<file path="src/rtl/drum_init_writer.sv">
// Pyramid initial-displacement generator for the drum mesh: builds a per-ring value
// table, then streams one write per node in row-major order over a valid/ready handshake.
module drum_init_writer #(
  parameter int unsigned  N    = 30,
  parameter int unsigned  W    = 18,
  parameter logic [W-1:0] PEAK = 18'h10000
) (
  input  logic                 clk,
  input  logic                 reset,
  input  logic                 start,
  output logic                 busy,
  output logic                 done,
  output logic                 wr_en,
  input  logic                 wr_ready,
  output logic [$clog2(N)-1:0] wr_row,
  output logic [$clog2(N)-1:0] wr_col,
  output logic [W-1:0]         wr_data
);

  localparam int unsigned RINGS = N / 2 - 1;
  localparam int unsigned AW    = $clog2(N);
  localparam int unsigned KW    = $clog2(RINGS + 1);

  localparam logic [AW-1:0] LAST    = AW'(N - 1);
  localparam logic [KW-1:0] RINGS_K = KW'(RINGS);
  localparam logic [W-1:0]  RINGS_W = W'(RINGS);
  localparam logic [W-1:0]  QSTEP   = W'(PEAK / RINGS);
  localparam logic [W-1:0]  RSTEP   = W'(PEAK % RINGS);

  localparam logic [1:0] S_IDLE = 2'd0;
  localparam logic [1:0] S_PREP = 2'd1;
  localparam logic [1:0] S_SCAN = 2'd2;
  localparam logic [1:0] S_DONE = 2'd3;

  logic [1:0]    state_q, state_d;
  logic          busy_q, busy_d;
  logic          done_q, done_d;
  logic          wr_en_q, wr_en_d;
  logic [AW-1:0] row_q, row_d;
  logic [AW-1:0] col_q, col_d;
  logic [W-1:0]  data_q, data_d;
  logic [KW-1:0] kcnt_q, kcnt_d;
  logic [W-1:0]  qacc_q, qacc_d;
  logic [W-1:0]  racc_q, racc_d;
  logic [W-1:0]  ring_tbl_q [0:RINGS];

  logic          tbl_we;
  logic [W-1:0]  r_sum;
  logic [AW-1:0] row_nx, col_nx, k_full;
  logic [KW-1:0] k_nx;

  // Distance to the nearest edge is the ring index of a node.
  function automatic logic [AW-1:0] ring_of(input logic [AW-1:0] r, input logic [AW-1:0] c);
    logic [AW-1:0] m;
    m = r;
    if (c < m)        m = c;
    if (LAST - r < m) m = LAST - r;
    if (LAST - c < m) m = LAST - c;
    return m;
  endfunction

  always_comb begin
    state_d = state_q;
    busy_d  = busy_q;
    done_d  = 1'b0;
    wr_en_d = wr_en_q;
    row_d   = row_q;
    col_d   = col_q;
    data_d  = data_q;
    kcnt_d  = kcnt_q;
    qacc_d  = qacc_q;
    racc_d  = racc_q;
    tbl_we  = 1'b0;

    r_sum = racc_q + RSTEP;
    if (col_q == LAST) begin
      col_nx = '0;
      row_nx = row_q + AW'(1);
    end else begin
      col_nx = col_q + AW'(1);
      row_nx = row_q;
    end
    k_full = ring_of(row_nx, col_nx);
    k_nx   = k_full[KW-1:0];

    case (state_q)
      S_IDLE: begin
        if (start) begin
          state_d = S_PREP;
          busy_d  = 1'b1;
          kcnt_d  = '0;
          qacc_d  = '0;
          racc_d  = '0;
        end
      end
      S_PREP: begin
        // Running quotient/remainder of k*PEAK/RINGS; remainder stays below RINGS.
        tbl_we = 1'b1;
        kcnt_d = kcnt_q + KW'(1);
        if (r_sum >= RINGS_W) begin
          qacc_d = qacc_q + QSTEP + W'(1);
          racc_d = r_sum - RINGS_W;
        end else begin
          qacc_d = qacc_q + QSTEP;
          racc_d = r_sum;
        end
        if (kcnt_q == RINGS_K) begin
          state_d = S_SCAN;
          wr_en_d = 1'b1;
          row_d   = '0;
          col_d   = '0;
          data_d  = '0;
        end
      end
      S_SCAN: begin
        if (wr_ready) begin
          if (row_q == LAST && col_q == LAST) begin
            state_d = S_DONE;
            busy_d  = 1'b0;
            done_d  = 1'b1;
            wr_en_d = 1'b0;
            row_d   = '0;
            col_d   = '0;
            data_d  = '0;
          end else begin
            row_d  = row_nx;
            col_d  = col_nx;
            data_d = ring_tbl_q[k_nx];
          end
        end
      end
      default: state_d = S_IDLE;
    endcase
  end

  always_ff @(posedge clk or posedge reset) begin
    if (reset) begin
      state_q <= S_IDLE;
      busy_q  <= 1'b0;
      done_q  <= 1'b0;
      wr_en_q <= 1'b0;
      row_q   <= '0;
      col_q   <= '0;
      data_q  <= '0;
      kcnt_q  <= '0;
      qacc_q  <= '0;
      racc_q  <= '0;
    end else begin
      state_q <= state_d;
      busy_q  <= busy_d;
      done_q  <= done_d;
      wr_en_q <= wr_en_d;
      row_q   <= row_d;
      col_q   <= col_d;
      data_q  <= data_d;
      kcnt_q  <= kcnt_d;
      qacc_q  <= qacc_d;
      racc_q  <= racc_d;
    end
  end

  always_ff @(posedge clk) begin
    if (tbl_we) ring_tbl_q[kcnt_q] <= qacc_q;
  end

  assign busy    = busy_q;
  assign done    = done_q;
  assign wr_en   = wr_en_q;
  assign wr_row  = row_q;
  assign wr_col  = col_q;
  assign wr_data = data_q;

endmodule

</file>
<file path="config.mk">
export PLATFORM = sky130hd
export DESIGN_NAME = drum_init_writer
export DESIGN_NICKNAME = d
export VERILOG_FILES = /design/src/rtl/drum_init_writer.sv
export SDC_FILE = /design/constraint.sdc
export NUM_CORES = 1
export LEC_CHECK = 0
export CAP_MARGIN = 20
export CELL_PAD_IN_SITES_DETAIL_PLACEMENT = 0
export CELL_PAD_IN_SITES_GLOBAL_PLACEMENT = 2
export CORE_MARGIN = 2
export CORE_UTILIZATION = 40
export DETAILED_ROUTE_END_ITERATION = 7
export PLACE_DENSITY_LB_ADDON = 0.1
export SYNTH_ARGS = -nofsm -noshare
export SYNTH_HDL_FRONTEND = slang
export SYNTH_SLANG_ARGS = --single-unit
</file>
<file path="constraint.sdc">
create_clock -name clk -period 17.73 [get_ports clk]
set_input_delay 1.773 -clock clk [delete_from_list [all_inputs] [get_ports clk]]
set_output_delay 1.773 -clock clk [all_outputs]
set_load 0.01 [all_outputs]
</file>
==> results of run 1 <==
## cell usage after synthesis (all sizes together) (4+ instances only)
cell and number:
a31oi 6, and3 19, and2 14, a22o 7
o21bai 5, a211oi 5, nand4 10, a31o 4
or3 9, mux2 58, mux4 18, nand2b 6
mux2i 6, a21o 9, a21oi 52, nand3 28
a22oi 20, nor4 4, dfrtp 72, o21a 5
edfxtp 270, buf 24, or2 4, a222oi 18
o2111ai 36, nor2 65, inv 47, ha 25
nand2 112, a211o 4, o21ai 86, nor3 31
o22ai 6, clkbuf 54, o31ai 43, xor2 16
xnor2 18, o311ai 20, and4b 4
## path summary, 6_finish.rpt
| kind | start | endpoint | slack, ns | cells after the start |
|---|---|---|---|---|
| worst max-delay path | wr_col[0]$_DFFE_PP0P_ | wr_data[7]$_DFFE_PP0P_ | 8.30 | 28 |
| worst min-delay path | racc_q[6]$_DFFE_PP0P_ | racc_q[6]$_DFFE_PP0P_ | 0.53 | 1 |
| worst max register to register | wr_col[0]$_DFFE_PP0P_ | wr_data[7]$_DFFE_PP0P_ | 8.30 | 28 |
| worst min register to register | racc_q[6]$_DFFE_PP0P_ | racc_q[6]$_DFFE_PP0P_ | 0.53 | 1 |
| max in group asynchronous | reset | qacc_q[4]$_DFFE_PP0P_ | 15.04 | 3 |
| min in group asynchronous | reset | wr_col[1]$_DFFE_PP0P_ | 1.49 | 2 |
## registers in the layout, summed over array words and instances (netlist names)
name and flops:
ring_tbl_q 270, state_q 2, wr_row 5, qacc_q 18, done 1, wr_col 5
kcnt_q 4, racc_q 17, busy 1, wr_en 1, wr_data 18
## layer usage
metal	global-route usage	vias to the layer above
li1	-	5073
met1	0.2910	5427
met2	0.3460	260
met3	0.03469	59
met4	0.05638	0
met5	0	-
## through the flow
stage / cell area [um^2] / std cells / setup WS [ns] / power [mW]
5_1_grt: 18570 / 1867 / 7.499 / 3.132
3_3_place_gp: 17130 / 1787 / 8.640 / 2.174
4_1_cts: 18500 / 1864 / 8.368 / 2.989
6_report: 18570 / 1867 / 8.304 / 2.962
3_5_place_dp: 17230 / 1791 / 8.416 / 2.183
2_1_floorplan: 16300 / 1286 / 10.29 / 1.820
## cell families after synthesis
| kind of cell | Yosys count | share of synthesized area |
|---|---|---|
| compound gates | 355 | 0.1554 |
| flops | 342 | 0.6080 |
| simple gates | 322 | 0.09650 |
| buf+inv | 125 | 0.03316 |
| mux | 82 | 0.06886 |
| xor+xnor | 34 | 0.01827 |
| fa+ha+maj | 26 | 0.01981 |
## final cells by class
cell class	instances	area share
multi-input cells	819	0.3176
repair buffers	61	0.03531
flip-flops and latches	342	0.5336
well taps	525	0.03537
clock buffers	51	0.05828
inverters	47	0.009567
clock inverters	22	0.01024
## critical path, delay by kind of cell, from the launching register on
| family | cells | cell delay (ns) |
|---|---|---|
| XOR/XNOR | 1 | 0.30 |
| adder cells (fa/ha/maj) | 4 | 1.35 |
| AO/OA/AOI/OAI | 10 | 2.23 |
| AND/OR/NAND/NOR | 10 | 3.02 |
| flip-flops | 1 | 0.54 |
| multiplexers | 2 | 0.93 |
| buffers and inverters | 1 | 0.81 |
## report_power, final
group	switching, mW	internal [mW]
registers	0.131	0.988
clock network	0.333	0.464
logic	0.639	0.406
total	1.10	1.86
==> results.json, run 1 <==
{
  "ir_drop_mv": 0.09675,
  "ys_seq_area_frac": 0.6080,
  "core.rowCount": 73,
  "start_kind": "register",
  "drc": 0,
  "clk_path_buf_depth": 3,
  "avgSynthCellArea_um2": 12.67,
  "ys.flop_type": "edfxtp_1",
  "fp.coreArea_um2": 40010,
  "clk-insertion-delay-late_ns": 0.55,
  "post-dp-hpwl_mm": 27.28,
  "initial_core_util": 0.4074,
  "rsz0062_at_grt": "false",
  "setup_violations": 0,
  "synth_area_leaders": "edfxtp_1, dfrtp_1, mux2_2, nand2_1, o21ai_0",
  "cts_htree_levels": 2,
  "vias_per_cell": 5.795,
  "period_needed_ns": 9.426,
  "wl_per_cell_um": 23.47,
  "yosysWarnings": 0,
  "ys_ff_latch": 342,
  "grt_start_max_net_pins": 58,
  "track_usage": 0.2107,
  "crit_slowest_cell": "buf_4",
  "wl_met2_mm": 20.60,
  "hold_viol": 0,
  "vias": 10819,
  "maxCapViolCount": 0,
  "met3_length_mm": 2.183,
  "slew_violations": 0,
  "top_layer": "met4",
  "chipWidth_um": 205.9,
  "synth_top_area_frac": 0.4975,
  "p_leak_nw": 6.411,
  "syn2layout_area_growth_pct": 13.94,
  "syn_inst": 1286,
  "clk_pin_slew_worst_paths_ns": 0.06,
  "final_cell_mix": "edfxtp_1, nand2_1, o21ai_0",
  "io_buffers": 34,
  "final_common_cell": "edfxtp_1",
  "async_reset_ff_frac": 0.2105,
  "place_congestion": 0.7867,
  "ys_types": 82,
  "cts_sinks": 342,
  "die_y_um": 205.9,
  "dr.pass1.iters": 7,
  "powerDensity_nw_per_um2": 159.5,
  "drive_above_1_share": 0.1453,
  "yosys.area.top_type": "edfxtp_1",
  "synth_area_um2": 16300,
  "postCtsSetupBuffers": 0,
  "finalSetupTns_ns": 0,
  "ioPinCount": 35,
  "cts_hold_buf": 0,
  "antenna_found_initial": 0,
  "multiInputGateArea_um2": 5898,
  "ant_nets": 0,
  "cp_max_fo": 57,
  "cpMostUsedCell": "ha_1",
  "dieArea_um2": 42380,
  "final_core_util": 0.4642,
  "antenna_cells": 0,
  "hp-class": "reg2reg",
  "fin_crit_sh": 0.5316,
  "endpoint_kind": "register",
  "drt_iter0_drc": 714,
  "wl_met1_mm": 20.20,
  "syn_nets": 1315,
  "crit_path_max_incr_delay_ns": 0.81,
  "cts_root_buf": "clkbuf_16",
  "worst_pin_slew_ns": 1.160,
  "whs_ns": 0.5282,
  "fmax_mhz": 106.1,
  "slew_headroom": 0.2268,
  "drt-total-wl_mm": 43.83,
  "n_fill_cell": 3608,
  "cts_tree": "yes",
  "criticalPathCategory": "reg2reg",
  "grt_pass1_wl_mm": 67.28,
  "overflow": 0,
  "cts_resized": 0,
  "critPathArrivalTime_ns": 9.83,
  "grt_pass1_vias": 10794,
  "skew_ns": 0.01674,
  "regArea_um2": 9910,
  "synth_edf_count": 270,
  "status": "finished clean",
  "required_ns": 18.13,
  "numCtsBuffers": 40,
  "num-nets-final": 1340
}
No activity file was read; power rests on OpenSTA's default activity.
==> run 2: changes to the inputs <==
==> constraint.sdc (replaced) <==
create_clock -name clk -period 9 [get_ports clk]
set_input_delay 0.9 -clock clk [delete_from_list [all_inputs] [get_ports clk]]
set_output_delay 0.9 -clock clk [all_outputs]
set_load 0.01 [all_outputs]
==> results.json, run 2 (synthesis results as in run 1) <==
{
  "status": "finished clean",
  "drive_above_1_share": 0.1522,
  "fmax_mhz": 121.2,
  "core.rowCount": 73,
  "antenna_cells": 0,
  "cts_root_buf": "clkbuf_16",
  "slew_headroom": 0.2775,
  "syn2layout_area_growth_pct": 13.94,
  "drt_iter0_drc": 871,
  "dr.pass1.iters": 6,
  "largest_reg_flops": 270,
  "endpoint_kind": "register",
  "period_needed_ns": 8.248,
  "vias": 10955,
  "dieArea_um2": 42380,
  "place_congestion": 0.7828,
  "start_kind": "register",
  "ioPinCount": 35,
  "setup_violations": 0,
  "chipWidth_um": 205.9,
  "powerDensity_nw_per_um2": 316.2,
  "clk_pin_slew_worst_paths_ns": 0.06,
  "cp_max_fo": 18,
  "grt_pass1_vias": 10843,
  "clk_path_buf_depth": 3,
  "critPathArrivalTime_ns": 8.64,
  "post-dp-hpwl_mm": 26.63,
  "cts_hold_buf": 0,
  "rsz0062_at_grt": "false",
  "cts_resized": 0,
  "worst_pin_slew_ns": 1.084,
  "ant_nets": 0,
  "postCtsSetupBuffers": 0,
  "grt_pass1_wl_mm": 68.30,
  "num-nets-final": 1358,
  "crit_slowest_cell": "a311o_1",
  "n_fill_cell": 3637,
  "finalSetupTns_ns": 0,
  "largest-register": "ring_tbl_q",
  "place_area_um2": 17320,
  "cts_htree_levels": 2,
  "numCtsBuffers": 39,
  "fin_crit_sh": 0.9165,
  "criticalPathCategory": "reg2reg",
  "final_common_cell": "edfxtp_1",
  "cts_tree": "yes",
  "drc": 0,
  "grt_start_max_net_pins": 52,
  "die_y_um": 205.9,
  "maxCapViolCount": 0,
  "initial_core_util": 0.4074,
  "ir_drop_mv": 0.1941,
  "skew_ns": 0.01489,
  "slew_violations": 0,
  "wl_per_cell_um": 23.57,
  "fin_area_um2": 18570,
  "required_ns": 9.39,
  "crit_path_max_incr_delay_ns": 0.74,
  "overflow": 0,
  "fp.coreArea_um2": 40010,
  "antenna_found_initial": 0,
  "hp-class": "reg2reg",
  "final_cell_mix": "edfxtp_1, nand2_1, o21ai_0",
  "io_buffers": 34,
  "clk-insertion-delay-late_ns": 0.56,
  "vias_per_cell": 5.812,
  "hold_viol": 0,
  "p_leak_nw": 6.447,
  "track_usage": 0.2155,
  "drt-total-wl_mm": 44.42,
  "cts_sinks": 342
}
## run 2: changes by cell type in the layout (fill, tap and decap cells not counted), moves of 2 or more
cell       delta
buf_16        -3
buf_4        +21
bufinv_16     -2
clkbuf_1      +3
clkbuf_8      -3
clkinv_1      +2
clkinv_2      -2
## run 2: routing by layer
metal	global-route usage	part of all wire
met1	0.3076	0.47
met2	0.3499	0.47
met5	0	0
met4	0.04107	0.014
met3	0.03579	0.047
## run 2: per-stage QoR
step / utilization / hold slack (ns) / std cells / total power, mW / worst slack [ns]
CTS: 0.4628 / 0.5280 / 1882 / 5.913 / 0.8009
finish: 0.4642 / 0.5173 / 1885 / 5.872 / 0.7519
detailed placement: 0.4330 / 0.5140 / 1810 / 4.412 / 0.8801
floorplan: - / 0.4861 / 1286 / 3.586 / 1.560
global placement: 0.4326 / 0.5088 / 1809 / 4.405 / 0.9791
global route: 0.4642 / 0.5860 / 1885 / 6.217 / 0.03839
## run 2: path summary, 6_finish.rpt
kind	startpoint	endpoint	cells after the start	slack (ns)
worst max-delay path	wr_col[0]$_DFFE_PP0P_	wr_data[10]$_DFFE_PP0P_	29	0.75
worst min-delay path	wr_en$_DFFE_PP0P_	wr_en$_DFFE_PP0P_	2	0.52
worst max register to register	wr_col[0]$_DFFE_PP0P_	wr_data[10]$_DFFE_PP0P_	29	0.75
worst min register to register	wr_en$_DFFE_PP0P_	wr_en$_DFFE_PP0P_	2	0.52
max in group asynchronous	reset	qacc_q[10]$_DFFE_PP0P_	3	7.17
min in group asynchronous	reset	busy$_DFFE_PP0P_	2	0.79
## run 2: worst max-delay path, delay by kind of cell (launching register included)
kind / cells / cell delay [ns]
fa+ha+maj: 4 / 1.36
mux: 1 / 0.33
xor+xnor: 1 / 0.28
flops: 1 / 0.55
buf+inv: 1 / 0.27
compound gates: 11 / 3.29
simple gates: 11 / 1.99
## run 2: layout make-up
class,instances,area (um^2),share of cell area
multi-input cells,819,5896,0.3175
well taps,525,656.9,0.03537
flip-flops and latches,342,9910,0.5336
inverters,47,177.7,0.009567
clock inverters,21,137.6,0.007411
clock buffers,51,1052,0.05666
repair buffers,80,740.7,0.03989
## run 2: where the power goes
part | switching, mW | internal, mW
sequential | 0.260 | 1.95
clock | 0.654 | 0.834
combinational | 1.32 | 0.855
